## src/rtl/temp_mon_pkg.sv

```systemverilog
// Shared types and constants for the multi-channel temperature monitor.
package temp_mon_pkg;

  typedef enum logic {
    HYST_NORMAL = 1'b0,
    HYST_WARN   = 1'b1
  } hyst_state_e;

  localparam int CFG_BYTE_W = 8;

  // Fill bits for the reset thresholds; replicate to the threshold width at use.
  localparam logic THR_HI_RST_BIT = 1'b1;
  localparam logic THR_LO_RST_BIT = 1'b0;

  function automatic int ch_w(input int n);
    return (n <= 2) ? 1 : $clog2(n);
  endfunction

endpackage

```

## src/rtl/hyst_channel.sv

```systemverilog
// One channel's byte-loaded thresholds and NORMAL/WARN hysteresis FSM.
// STICKY_WARN_EN adds a latched warning bit with a per-channel clear.
module hyst_channel
  import temp_mon_pkg::*;
#(
  parameter int W = 16
) (
  input  logic                  clk_in,
  input  logic                  rst_n,
  input  logic                  i_eval,
  input  logic [W-1:0]          i_avg,
  input  logic                  i_cfg_wr,
  input  logic                  i_cfg_hi,
  input  logic [CFG_BYTE_W-1:0] i_cfg_byte,
`ifdef STICKY_WARN_EN
  input  logic                  i_warn_clr,
  output logic                  o_warn_sticky,
`endif
  output logic                  o_warn,
  output logic                  o_warn_nxt
);

  logic [W-1:0] r_thr_hi;
  logic [W-1:0] r_thr_lo;
  logic [W-1:0] w_thr_hi_nxt;
  logic [W-1:0] w_thr_lo_nxt;
  hyst_state_e  r_state;
  hyst_state_e  w_state_nxt;

  // New byte enters at the top, so W/8 writes leave the first byte at the bottom.
  always_comb begin
    w_thr_hi_nxt = W'({i_cfg_byte, r_thr_hi} >> CFG_BYTE_W);
    w_thr_lo_nxt = W'({i_cfg_byte, r_thr_lo} >> CFG_BYTE_W);
  end

  always_ff @(posedge clk_in) begin
    if (!rst_n) begin
      r_thr_hi <= {W{THR_HI_RST_BIT}};
      r_thr_lo <= {W{THR_LO_RST_BIT}};
    end else if (i_cfg_wr) begin
      if (i_cfg_hi) r_thr_hi <= w_thr_hi_nxt;
      else          r_thr_lo <= w_thr_lo_nxt;
    end
  end

  always_ff @(posedge clk_in) begin
    if (!rst_n) r_state <= HYST_NORMAL;
    else        r_state <= w_state_nxt;
  end

  // Compares against the registered thresholds, so a same-cycle write applies later.
  always_comb begin
    w_state_nxt = r_state;
    unique case (r_state)
      HYST_NORMAL: if (i_eval && (i_avg >= r_thr_hi)) w_state_nxt = HYST_WARN;
      HYST_WARN:   if (i_eval && (i_avg <= r_thr_lo) && (i_avg < r_thr_hi))
                     w_state_nxt = HYST_NORMAL;
    endcase
  end

  assign o_warn     = (r_state == HYST_WARN);
  assign o_warn_nxt = (w_state_nxt == HYST_WARN);

`ifdef STICKY_WARN_EN
  logic r_sticky;

  always_ff @(posedge clk_in) begin
    if (!rst_n)                                                      r_sticky <= 1'b0;
    else if ((r_state == HYST_NORMAL) && (w_state_nxt == HYST_WARN)) r_sticky <= 1'b1;
    else if (i_warn_clr)                                             r_sticky <= 1'b0;
  end

  assign o_warn_sticky = r_sticky;
`endif

endmodule

```

## src/rtl/multi_ch_hyst_monitor.sv

```systemverilog
// Multi-channel sample averager feeding per-channel hysteresis monitors.
// Optional build macro: STICKY_WARN_EN (adds warn_clr / warn_sticky).
module multi_ch_hyst_monitor
  import temp_mon_pkg::*;
#(
  parameter int NCH      = 4,
  parameter int W        = 16,
  parameter int AVG_LOG2 = 3
) (
  input  logic                   clk_in,
  input  logic                   rst_n,
  input  logic                   sample_valid,
  input  logic [ch_w(NCH)-1:0]   sample_ch,
  input  logic [W-1:0]           sample_data,
  input  logic                   cfg_valid,
  input  logic [ch_w(NCH)-1:0]   cfg_ch,
  input  logic                   cfg_hi,
  input  logic [CFG_BYTE_W-1:0]  cfg_byte,
`ifdef STICKY_WARN_EN
  input  logic [NCH-1:0]         warn_clr,
  output logic [NCH-1:0]         warn_sticky,
`endif
  output logic                   avg_valid,
  output logic [ch_w(NCH)-1:0]   avg_ch,
  output logic [W-1:0]           avg_data,
  output logic [NCH-1:0]         warn,
  output logic                   warn_any
);

  localparam int CH_W  = ch_w(NCH);
  localparam int ACC_W = W + AVG_LOG2;
  localparam int CNT_W = (AVG_LOG2 == 0) ? 1 : AVG_LOG2;
  // With AVG_LOG2 == 0 the counter never leaves 0, so every sample completes.
  localparam logic [CNT_W-1:0] CNT_LAST = CNT_W'((1 << AVG_LOG2) - 1);

  logic [ACC_W-1:0] r_acc [NCH];
  logic [CNT_W-1:0] r_cnt [NCH];
  logic             r_avg_valid;
  logic [CH_W-1:0]  r_avg_ch;
  logic [W-1:0]     r_avg_data;
  logic             r_warn_any;

  logic             w_sample_ok;
  logic             w_complete;
  logic [ACC_W-1:0] w_sum;
  logic [W-1:0]     w_avg;
  logic [NCH-1:0]   w_eval;
  logic [NCH-1:0]   w_cfg_wr;
  logic [NCH-1:0]   w_warn_nxt;

  always_comb begin
    w_sample_ok = sample_valid && (32'(sample_ch) < 32'(NCH));
    w_sum       = r_acc[sample_ch] + ACC_W'(sample_data);
    w_complete  = w_sample_ok && (r_cnt[sample_ch] == CNT_LAST);
    w_avg       = W'(w_sum >> AVG_LOG2);
    w_eval      = '0;
    w_cfg_wr    = '0;
    for (int unsigned i = 0; i < NCH; i++) begin
      w_eval[i]   = w_complete && (32'(sample_ch) == i);
      w_cfg_wr[i] = cfg_valid && (32'(cfg_ch) == i);
    end
  end

  always_ff @(posedge clk_in) begin
    if (!rst_n) begin
      for (int unsigned i = 0; i < NCH; i++) begin
        r_acc[i] <= '0;
        r_cnt[i] <= '0;
      end
      r_avg_valid <= 1'b0;
      r_avg_ch    <= '0;
      r_avg_data  <= '0;
      r_warn_any  <= 1'b0;
    end else begin
      r_avg_valid <= w_complete;
      r_warn_any  <= |w_warn_nxt;
      if (w_complete) begin
        r_avg_ch   <= sample_ch;
        r_avg_data <= w_avg;
      end
      if (w_sample_ok) begin
        if (w_complete) begin
          r_acc[sample_ch] <= '0;
          r_cnt[sample_ch] <= '0;
        end else begin
          r_acc[sample_ch] <= w_sum;
          r_cnt[sample_ch] <= r_cnt[sample_ch] + CNT_W'(1);
        end
      end
    end
  end

  for (genvar g = 0; g < NCH; g++) begin : g_ch
    hyst_channel #(.W(W)) u_ch (
      .clk_in        (clk_in),
      .rst_n         (rst_n),
      .i_eval        (w_eval[g]),
      .i_avg         (w_avg),
      .i_cfg_wr      (w_cfg_wr[g]),
      .i_cfg_hi      (cfg_hi),
      .i_cfg_byte    (cfg_byte),
`ifdef STICKY_WARN_EN
      .i_warn_clr    (warn_clr[g]),
      .o_warn_sticky (warn_sticky[g]),
`endif
      .o_warn        (warn[g]),
      .o_warn_nxt    (w_warn_nxt[g])
    );
  end

  assign avg_valid = r_avg_valid;
  assign avg_ch    = r_avg_ch;
  assign avg_data  = r_avg_data;
  assign warn_any  = r_warn_any;

endmodule

```

## config.mk

```make
export PLATFORM = sky130hd
export DESIGN_NAME = multi_ch_hyst_monitor
export DESIGN_NICKNAME = d
export VERILOG_FILES = /design/src/rtl/temp_mon_pkg.sv /design/src/rtl/hyst_channel.sv /design/src/rtl/multi_ch_hyst_monitor.sv
export SDC_FILE = /design/constraint.sdc
export NUM_CORES = 1
export LEC_CHECK = 0
export ABC_CLOCK_PERIOD_IN_PS = 5600
export CAP_MARGIN = 30
export CORE_MARGIN = 2
export CORE_UTILIZATION = 50
export CTS_BUF_LIST = sky130_fd_sc_hd__clkbuf_16
export DETAILED_ROUTE_END_ITERATION = 8
export PLACE_DENSITY = 0.82
export SLEW_MARGIN = 20
export SYNTH_ARGS = -nofsm -noshare
export SYNTH_HDL_FRONTEND = slang
export SYNTH_SLANG_ARGS = --single-unit
```

## constraint.sdc

```tcl
create_clock -name clk_in -period 5.6 [get_ports clk_in]
set_clock_uncertainty 0.15 [all_clocks]
set_input_delay 0.84 -clock clk_in [delete_from_list [all_inputs] [get_ports clk_in]]
set_output_delay 0.84 -clock clk_in [all_outputs]
set_load 0.02 [all_outputs]
```

# Word level (Yosys, flattened, before mapping)
# Memories as Yosys holds them, arrays and structs flattened.
# Index checks and enable logic that the tools add are counted.
# classes
n_shift	0
muxes	29
mul	0
bitwise_logic	7
n_div	0
reduce_logical	34
add_sub_neg	2
n_eq_ne	7
magnitude_cmp	12
# op_table
operator	count
>= comparator 16 bit	4
less-or-equal comparator 16 bit	4
less-than comparator 16 bit	4
2-to-1 mux 19 bit	2
logical AND 1 bit	21
adder 19 x 16 -> 19 bit	1
2-to-1 mux 1 bit	19
OR reduction 19 bit	1
AND reduction 2 bit	8
equality test 2 bit, second input constant	4
one-hot mux 1 bit (2 select lines)	4
2-to-1 mux 3 bit	2
NOT 1 bit	5
equality test 2 x 1 -> 1 bit, second input constant	2
zero test 2 bit	2
2-to-1 mux 2 bit	2
OR reduction 4 bit	1
adder 3 x 1 -> 3 bit, second input constant	1
equality test 3 bit, second input constant	1
OR reduction 3 bit	1
bitwise OR 1 bit	2
# totals
mem_bits_ro	0
register_bits	152
output_inout_bits	24
ram_bits	88
wordCells	109
latch_bits	0
memories	2
inputBits	33
# mem_list
memory	depth	width	rd	rd_ports_with_merged_regs	write_ports	line	rtl
r_acc	4	19	1	0	4	multi_ch_hyst_monitor.sv:36	logic [ACC_W-1:0] r_acc [NCH];
r_cnt	4	3	1	0	4	multi_ch_hyst_monitor.sv:37	logic [CNT_W-1:0] r_cnt [NCH];

# Depth between registers and ports, before layout
# Gate-level depths: netlist of run 1.
# An unclocked memory read counts as a cell.
# logic_depth
word_depth	10
ltp_mapped	21
ltp_nobuf	19

# Cells and area by module
# From an unflattened synthesis of run 1, not the netlist that was laid out.
# unflattened
cells_unflattened	1477
area_unflattened_um2	13442.9
# by_module_without_submodules
mod	seq_area_each_um2	area_each_um2	cells_each	instances
hyst_channel	660.6	1940.6	244	4
multi_ch_hyst_monitor	3042.9	5680.4	501	1

# Least setup slack after synthesis of run 1
# No wires, ideal clock.
# synth_timing
path_type	in2reg
from	input port sample_ch[0]
to	register r_warn_any, in the netlist warn_any
setup_ns	0.120
path_buffers	2
setup_slack_ns	0.035
t_arrival_ns	5.296
path_stages	17
path_cell_list	buf_4 buf_2 mux4_2 ha_1 a2111oi_0 o21ai_1 nand2_1 o21ai_1 o41a_1 and2_1 ha_1 nand4_2 or4_4 o41ai_4 a2bb2oi_2 nand2_1 a211o_1
# synth_between
elab_cells_between_ends	50
# synth_rtl
item	line	rtl
start: declaration	multi_ch_hyst_monitor.sv:13	input logic [ch_w(NCH)-1:0] sample_ch,
memory read (4 x 19 bit) (*)	n/a	
adder 19 x 16 -> 19 bit (*)	multi_ch_hyst_monitor.sv:53	w_sum = r_acc[sample_ch] + ACC_W'(sample_data);
named net g_ch[0].u_ch.i_avg[12]	hyst_channel.sv:11	input logic [W-1:0] i_avg,
less-or-equal comparator 16 bit	hyst_channel.sv:56	HYST_WARN: if (i_eval && (i_avg <= r_thr_lo) && (i_avg < r_thr_hi))
logical AND 1 bit (2 in a row)	hyst_channel.sv:56	
2-to-1 mux 1 bit	hyst_channel.sv:56	
one-hot mux 1 bit (2 select lines)	hyst_channel.sv:54	unique case (r_state)
OR reduction 4 bit (*)	multi_ch_hyst_monitor.sv:76	r_warn_any <= |w_warn_nxt;
end signal: assignment	multi_ch_hyst_monitor.sv:76	
end: declaration	multi_ch_hyst_monitor.sv:41	logic r_warn_any;
# Mark *: on every way through the listed nets, which the timed path passes. The rest lies on a longest branch.
# A chain may end at the register's enable or synchronous reset.

# Final worst setup path of run 1
# layout_timing
from	input port sample_ch[1]
to	register r_warn_any, in the netlist warn_any
# Same word-level chain as after synthesis.

==> impl_results.md, run 1 <==
* Status: completed
* WHS Endpoint: g_ch[0].u_ch.r_thr_lo[7]
* Share of cells above drive strength 1 at 11.0%
* Cell taking the most area after synthesis: dfxtp_1
* Crit share post-route at 95.1%
* RSZ-0062 raised after global routing: no
* CP Cell Sequence: clkdlybuf4s50_1, buf_4, buf_4, mux4_2, ha_1, a21o_1, a21o_1, a21o_1, o41ai_1, a41oi_1, and2_1, buf_4, ha_1, a21oi_1, o21ai_0, a2111oi_0, o21ai_0, a2bb2oi_2, nand2_1, a211o_1
* Most common flop cell mapped by yosys: dfxtp_1
* Hold Vio Cnt, Final at 0
* CP max stage cell: clkdlybuf4s50_1
* Number of fill cells at 2039
* Syn Std Cell Area at 0.0133 mm²
* Vias in the first global route at 10818
* Seq pwr share at 38.6%
* WHS at 304 ps
* Post-place setup slack at -142 ps
* Total GRT Usage at 25.9%
* Largest net degree at the start of global routing at 96
* Commonest cells in the netlist: nand2_1 (274), inv_1 (154), dfxtp_1 (152), ha_1 (146), edfxtp_1 (88)
* Async set or reset register ratio after synthesis at 0%
* Critical R2R Capture: warn_any
* Largest family of logic cells by synthesized area: compound AO/OA/AOI/OAI gates
* YS warnings at 0
* Synth-to-layout area growth at 17.3%
* CTS buffer count at 25
* Detailed router's first-iteration violation count at 1189
* Tightest Pin Transition at 901 ps
* Clk root buf: clkbuf_16
* Post-layout minimum cycle time at 5330 ps
* Initial antenna violation count at 0
* CP Buf/Inv Count at 4
* First-pass detailed-route iteration total at 6
* Unique masters post-synth at 68
* XOR/XNOR Fraction of Synth Area at 0.725%
* Final GP Congestion at 0.928
* Multi-input logic area at 0.00673 mm²
* Hold Path Depth at 2
* Clk slew on worst S/H paths at 60 ps
* Post-Synth Adder-Cell Area at 13.9%
* Worst Reg-to-Reg Cells at 18
* Avg Vias per Cell at 5.83
* ANT cells at 0
* Syn Area/Cell at 9.24 µm²
* Total Neg Setup Slack at 0 ps
* TritonCTS clock tree: built
* Initial core utilization at 51.0%
* Count leader, synth: nand2_1
* Later-pin clock latency in the skew report at 520 ps
* Leak Pwr at 6.76 nW
* Longest Clk Path Bufs at 3
* Die area at 0.0279 mm²
* Final core occ at 59.8%
* Worst hold start: g_ch[0].u_ch.r_thr_lo[7]
* First-pass GRT wire length at 57.6 mm
* Worst vdd ir at 0.217 mV
* Std-Cell Rows at 59
* Worst EP required at 5860 ps
* Final HPWL DP at 25.6 mm
* Setup slack, reg-to-reg at 710 ps
* Core Box Area at 0.0261 mm²
* Die span in x at 167 µm
* Antenna Nets Post-Route at 0
* Fmax at 188 MHz
* Sequential share of the synthesized area at 42.8%
* Crit-path leading delay family: compound AO/OA/AOI/OAI gates
* H-tree Lvls at 1
* Synth area leaders: dfxtp_1 (23%), edfxtp_1 (20%), ha_1 (14%), nand2_1 (7.7%), inv_1 (4.3%)
* Gate Count Post-Synth at 1439
* DRC at 0
* Max Cap Violations at 0
* Synth Area in Compound Gates at 16.3%
* Buffers on Ports at 56
* Pint at 3.39 mW
* Net Sw Power at 1.55 mW
* I/O pin total at 57
* Worst hold path type: reg -> reg
* CP max FO at 9
* Power Density at 317 mW/mm²
* Switching share of power at 31.5%
* Synth Net Count at 1619
* Gr ovfl total at 0
* Post-synth EDFFs at 88
* Routed length per instance at 19.3 µm
* Simple-gate area share of the yosys netlist at 15.9%
* Share of the synthesized area in the top cell type at 22.9%
* Max stage delay on crit path at 490 ps
* Die height at 167 µm
* Multiplexer share of the synthesized area at 3.80%
* Combinational Power Share at 29.5%
* Yosys reg bits at 240
* Clock Sinks at 240
* Seq. cell area at 0.00569 mm²
* Routed vias at 11082
* Clock share of power at 32.0%
* Drt total wl at 36.7 mm
* CP Launch Type: input pin
* Setup violators final at 0
* Nets at 1731
* Worst Setup Slack, final at 274 ps
* Setup CP Type: in -> reg
* Max transition margin at 40.0%
* Endpoint class of the critical path: flop
* Slew Viols, Final at 0
* Worst r2r src: r_acc[3][0]
* Crit path DAT at 5580 ps
[how the worst max path moves through the flow]
| stage | startpoint | end | slack (ps) | depth (start not counted) |
|---|---|---|---|---|
| after floorplan | sample_ch[0] | warn_any | 30 | 17 |
| after global placement | sample_ch[1] | warn_any | -50 | 20 |
| after detailed placement | sample_ch[1] | warn_any | -140 | 19 |
| after CTS | sample_ch[1] | warn_any | 360 | 20 |
| after global routing | sample_ch[1] | warn_any | 10 | 17 |
| final | sample_ch[1] | warn_any | 270 | 20 |
[metal layers]
metal	track usage, %	wire (µm)	vias up
met4	10.7	1440	0
met1	34.7	15000	5211
met2	41.4	16800	498
met3	4.80	3450	111
li1	-	-	5262
met5	0	0	-
[registers in the layout (all words and copies together), names as in the netlist]
name,flops
avg_ch,2
r_cnt,12
g_ch.u_ch.r_thr_hi,64
warn_any,1
avg_data,16
g_ch.u_ch.r_thr_lo,64
r_acc,76
g_ch.u_ch.o_warn,4
avg_valid,1
[power by group through the flow]
| stage | sequential (mW) | clock [mW] | combinational, mW |
|---|---|---|---|
| 6_report | 1.91 | 1.58 | 1.46 |
| 5_1_grt | 1.91 | 1.67 | 1.59 |
| 4_1_cts | 1.91 | 1.59 | 1.43 |
| 3_5_place_dp | 1.94 | 0 | 1.41 |
| 3_3_place_gp | 1.94 | 0 | 1.35 |
| 2_1_floorplan | 1.94 | 0 | 0.787 |
[repair_timing]
| action | 4_1_cts | 5_1_grt |
|---|---|---|
| endpoints found under the hold margin | 0 | 0 |
| hold buffers | 0 | 0 |
| buffers inserted | 0 | 0 |
| endpoints found under the setup margin | 0 | 1 |
| gates resized for setup | 0 | 1 |
[metrics by stage]
step	total power, mW	instances	instance area (µm²)
4_1_cts	4.92	1900	15600
3_5_place_dp	3.35	1857	14800
2_1_floorplan	2.72	1439	13300
3_3_place_gp	3.29	1850	14700
6_report	4.94	1902	15600
5_1_grt	5.17	1902	15600
[cell families (layout without fill, tap and decap cells)]
kind of cell	count (synthesis)	count (layout)
buffers and inverters	224	352
xor gates and xnor gates	11	11
and+or+nand+nor	485	485
DFF	240	240
AOI/OAI and AO/OA	309	309
muxes	23	23
adders and majority gates	147	147
[tightest hold or removal path, cell delays in order (launching register included)]
cell and delay (ps):
dfxtp_1 310, nand2_1 50, a21boi_1 50
[cell usage in the layout, fill, tap and decap left out, types with 6 or more instances in the layout]
master	count
a21boi_1	7
a2111oi_0	8
and2_1	8
a21oi_1	56
inv_1	160
buf_4	92
clkbuf_16	25
a21o_1	18
a211oi_1	9
nand3_1	27
clkdlybuf4s50_1	54
edfxtp_1	88
xor2_1	6
ha_1	146
nor3_1	26
nor2b_1	10
dfxtp_1	152
nand2_1	274
a21boi_0	67
o211ai_1	71
or2_2	7
nor2_1	84
nand2b_1	15
mux4_2	22
nand4_1	14
o21ai_0	33
[cell type report]
cell class / count / area share, %
multi-input combinational: 975 / 43.2
sequential: 240 / 36.5
timing repair buffer: 155 / 9.07
clock buffer: 25 / 4.01
inverter: 154 / 3.71
tap: 335 / 2.69
clock inverter: 18 / 0.875
Power figures use the tool's default switching activity.
==> run 2: changes to the inputs <==
--- a/config.mk
+++ b/config.mk
@@ -7,10 +7,11 @@
 export LEC_CHECK = 0
 export ABC_CLOCK_PERIOD_IN_PS = 5600
 export CAP_MARGIN = 30
-export CORE_MARGIN = 2
+export CORE_MARGIN = 1
 export CORE_UTILIZATION = 50
 export CTS_BUF_LIST = sky130_fd_sc_hd__clkbuf_16
 export DETAILED_ROUTE_END_ITERATION = 8
+export MAX_ROUTING_LAYER = met4
 export PLACE_DENSITY = 0.82
 export SLEW_MARGIN = 20
 export SYNTH_ARGS = -nofsm -noshare
==> impl_results.md, run 2 (same netlist as run 1, synthesis figures left out) <==
* Status: completed
* Die span in x at 165 µm
* Detailed router's first-iteration violation count at 991
* Max reg flops at 76
* Max stage delay on crit path at 550 ps
* Crit path launch: sample_ch[1]
* Routed vias at 11149
* TritonCTS clock tree: built
* Vias in the first global route at 10985
* CP Cell Sequence: clkdlybuf4s50_1, mux4_2, ha_1, inv_1, fa_1, nand2b_1, a21oi_1, nor2_1, o21ai_0, a311o_1, nand2_1, inv_1, ha_1, a2111oi_0, and3_1, nor4_1, nor4b_1, o32ai_1, a211o_1
* CP max FO at 8
* Die height at 165 µm
* Setup slack, reg-to-reg at 770 ps
* RSZ-0062 raised after global routing: no
* Cells after DPL at 1860
* Largest Register: r_acc
* Pint at 3.42 mW
* Number of fill cells at 2099
* Setup violators final at 0
* Post-place setup slack at -183 ps
* Largest registers: r_acc: 76 flops, g_ch.u_ch.r_thr_hi: 64 flops, g_ch.u_ch.r_thr_lo: 64 flops
* Seq pwr share at 38.4%
* CP max stage cell: clkdlybuf4s50_1
* Final GP Congestion at 0.933
* Final core occ at 59.8%
* CP Launch Type: input pin
* Commonest non-fill, non-tap cell in the layout: nand2_1
* Tightest Pin Transition at 704 ps
* Std-Cell Rows at 59
* Worst Reg-to-Reg Cells at 18
* Clk root buf: clkbuf_16
* Total Neg Setup Slack at 0 ps
* Power Density at 319 mW/mm²
* Max transition margin at 53.0%
* Leak Pwr at 6.76 nW
* Core Box Area at 0.0261 mm²
* Post-layout minimum cycle time at 5300 ps
* Fmax at 189 MHz
* Post-DP Area at 0.0148 mm²
* Setup CP Type: in -> reg
* Worst EP required at 5860 ps
* Finished Cell Area at 0.0156 mm²
* WHS at 311 ps
* Max Cap Violations at 0
* M1 WL at 15.0 mm
* Finished Layout Cells at 1905
* Nets at 1733
* Combinational Power Share at 28.8%
* Avg Vias per Cell at 5.85
* Initial core utilization at 51.0%
* Antenna Nets Post-Route at 0
* Worst vdd ir at 0.198 mV
* Routed wl met3 at 3.11 mm
* Clk slew on worst S/H paths at 60 ps
* Slew Viols, Final at 0
* Share of cells above drive strength 1 at 11.0%
* Crit share post-route at 94.6%
* Met2 routed wirelength at 16.8 mm
* Longest Clk Path Bufs at 3
* Die area at 0.0272 mm²
* Synth-to-layout area growth at 17.1%
* Worst setup endpoint: warn_any
* Critical R2R Capture: warn_any
* I/O pin total at 57
* Top Layer Used: met4
* Initial antenna violation count at 0
* Net Sw Power at 1.54 mW
* First-pass detailed-route iteration total at 6
* Gr ovfl total at 0
* CTS buffer count at 25
* Most frequent cells in the layout: nand2_1 (274), inv_1 (161), dfxtp_1 (152), ha_1 (146), buf_4 (96)
* DRC at 0
* Worst r2r src: r_acc[2][0]
* Buffers on Ports at 56
* Clock share of power at 32.8%
* Final HPWL DP at 26.4 mm
* ANT cells at 0
* Total GRT Usage at 28.0%
* Hold Buf Count CTS at 0
* Routed length per instance at 19.0 µm
* Total power at 4.96 mW
* Switching share of power at 31.1%
* First-pass GRT wire length at 57.5 mm
* Worst hold path type: reg -> reg
* Worst Setup Slack, final at 305 ps
* Largest net degree at the start of global routing at 111
* Clock Sinks at 240
* Endpoint class of the critical path: flop
* Hold Vio Cnt, Final at 0
* Later-pin clock latency in the skew report at 520 ps
* Drt total wl at 36.3 mm
* H-tree Lvls at 1
* Crit path DAT at 5560 ps
-- run 2: changes by cell type in the layout (fill, tap and decap cells not counted), moves of 2 or more --
cell / previous run / this run
clkinv_1: 3 / 6
clkinv_2: 5 / 2
a2111oi_0: 8 / 6
a2111oi_1: 3 / 5
buf_12: 4 / 2
buf_8: 1 / 4
buf_16: 3 / 0
buf_4: 92 / 96
clkinv_4: 2 / 0
-- run 2: worst min path at each step --
stage	startpoint	endpoint	depth (start not counted)
CTS	g_ch[0].u_ch.r_thr_lo[7]	g_ch[0].u_ch.r_thr_lo[7]	2
detailed placement	g_ch[0].u_ch.r_thr_lo[7]	g_ch[0].u_ch.r_thr_lo[7]	2
finish	g_ch[0].u_ch.r_thr_lo[7]	g_ch[0].u_ch.r_thr_lo[7]	2
floorplan	g_ch[0].u_ch.r_thr_lo[6]	g_ch[0].u_ch.r_thr_lo[6]	2
global placement	g_ch[0].u_ch.r_thr_lo[6]	g_ch[0].u_ch.r_thr_lo[6]	2
global route	g_ch[0].u_ch.r_thr_lo[4]	g_ch[0].u_ch.r_thr_lo[4]	2
-- run 2: worst max-delay path, delay by kind of cell --
| kind | cells | cell delay [ps] |
|---|---|---|
| AOI/OAI and AO/OA | 6 | 1590 |
| and+or+nand+nor | 6 | 980 |
| adders and majority gates | 3 | 930 |
| muxes | 1 | 220 |
| buffers and inverters | 3 | 1010 |
-- run 2: layout make-up --
cell class	instances	area, µm²	area share [%]
clock buffers	25	626	4.02
well taps	335	419	2.69
clock inverters	19	160	1.03
inverters	154	578	3.71
flip-flops and latches	240	5690	36.5
multi-input cells	975	6740	43.3
repair buffers	157	1370	8.77
-- run 2: per-layer routing --
layer / track usage [%] / vias up
met5: - / -
met4: 11.3 / 0
met3: 4.20 / 115
met2: 44.0 / 481
met1: 36.3 / 5290
li1: - / 5263
-- run 2: power by group through the flow --
stage               Combinational, mW  Sequential (mW)  Clock, mW
floorplan                       0.787             1.94          0
global placement                 1.33             1.94          0
detailed placement               1.39             1.94          0
CTS                              1.41             1.90       1.64
global route                     1.57             1.91       1.71
finish                           1.43             1.90       1.63
-- run 2: timing repair --
action,in CTS,in global routing
setup buffers,0,0
endpoints found under the setup margin,0,1
gates resized for setup,0,3
endpoints found under the hold margin,0,0
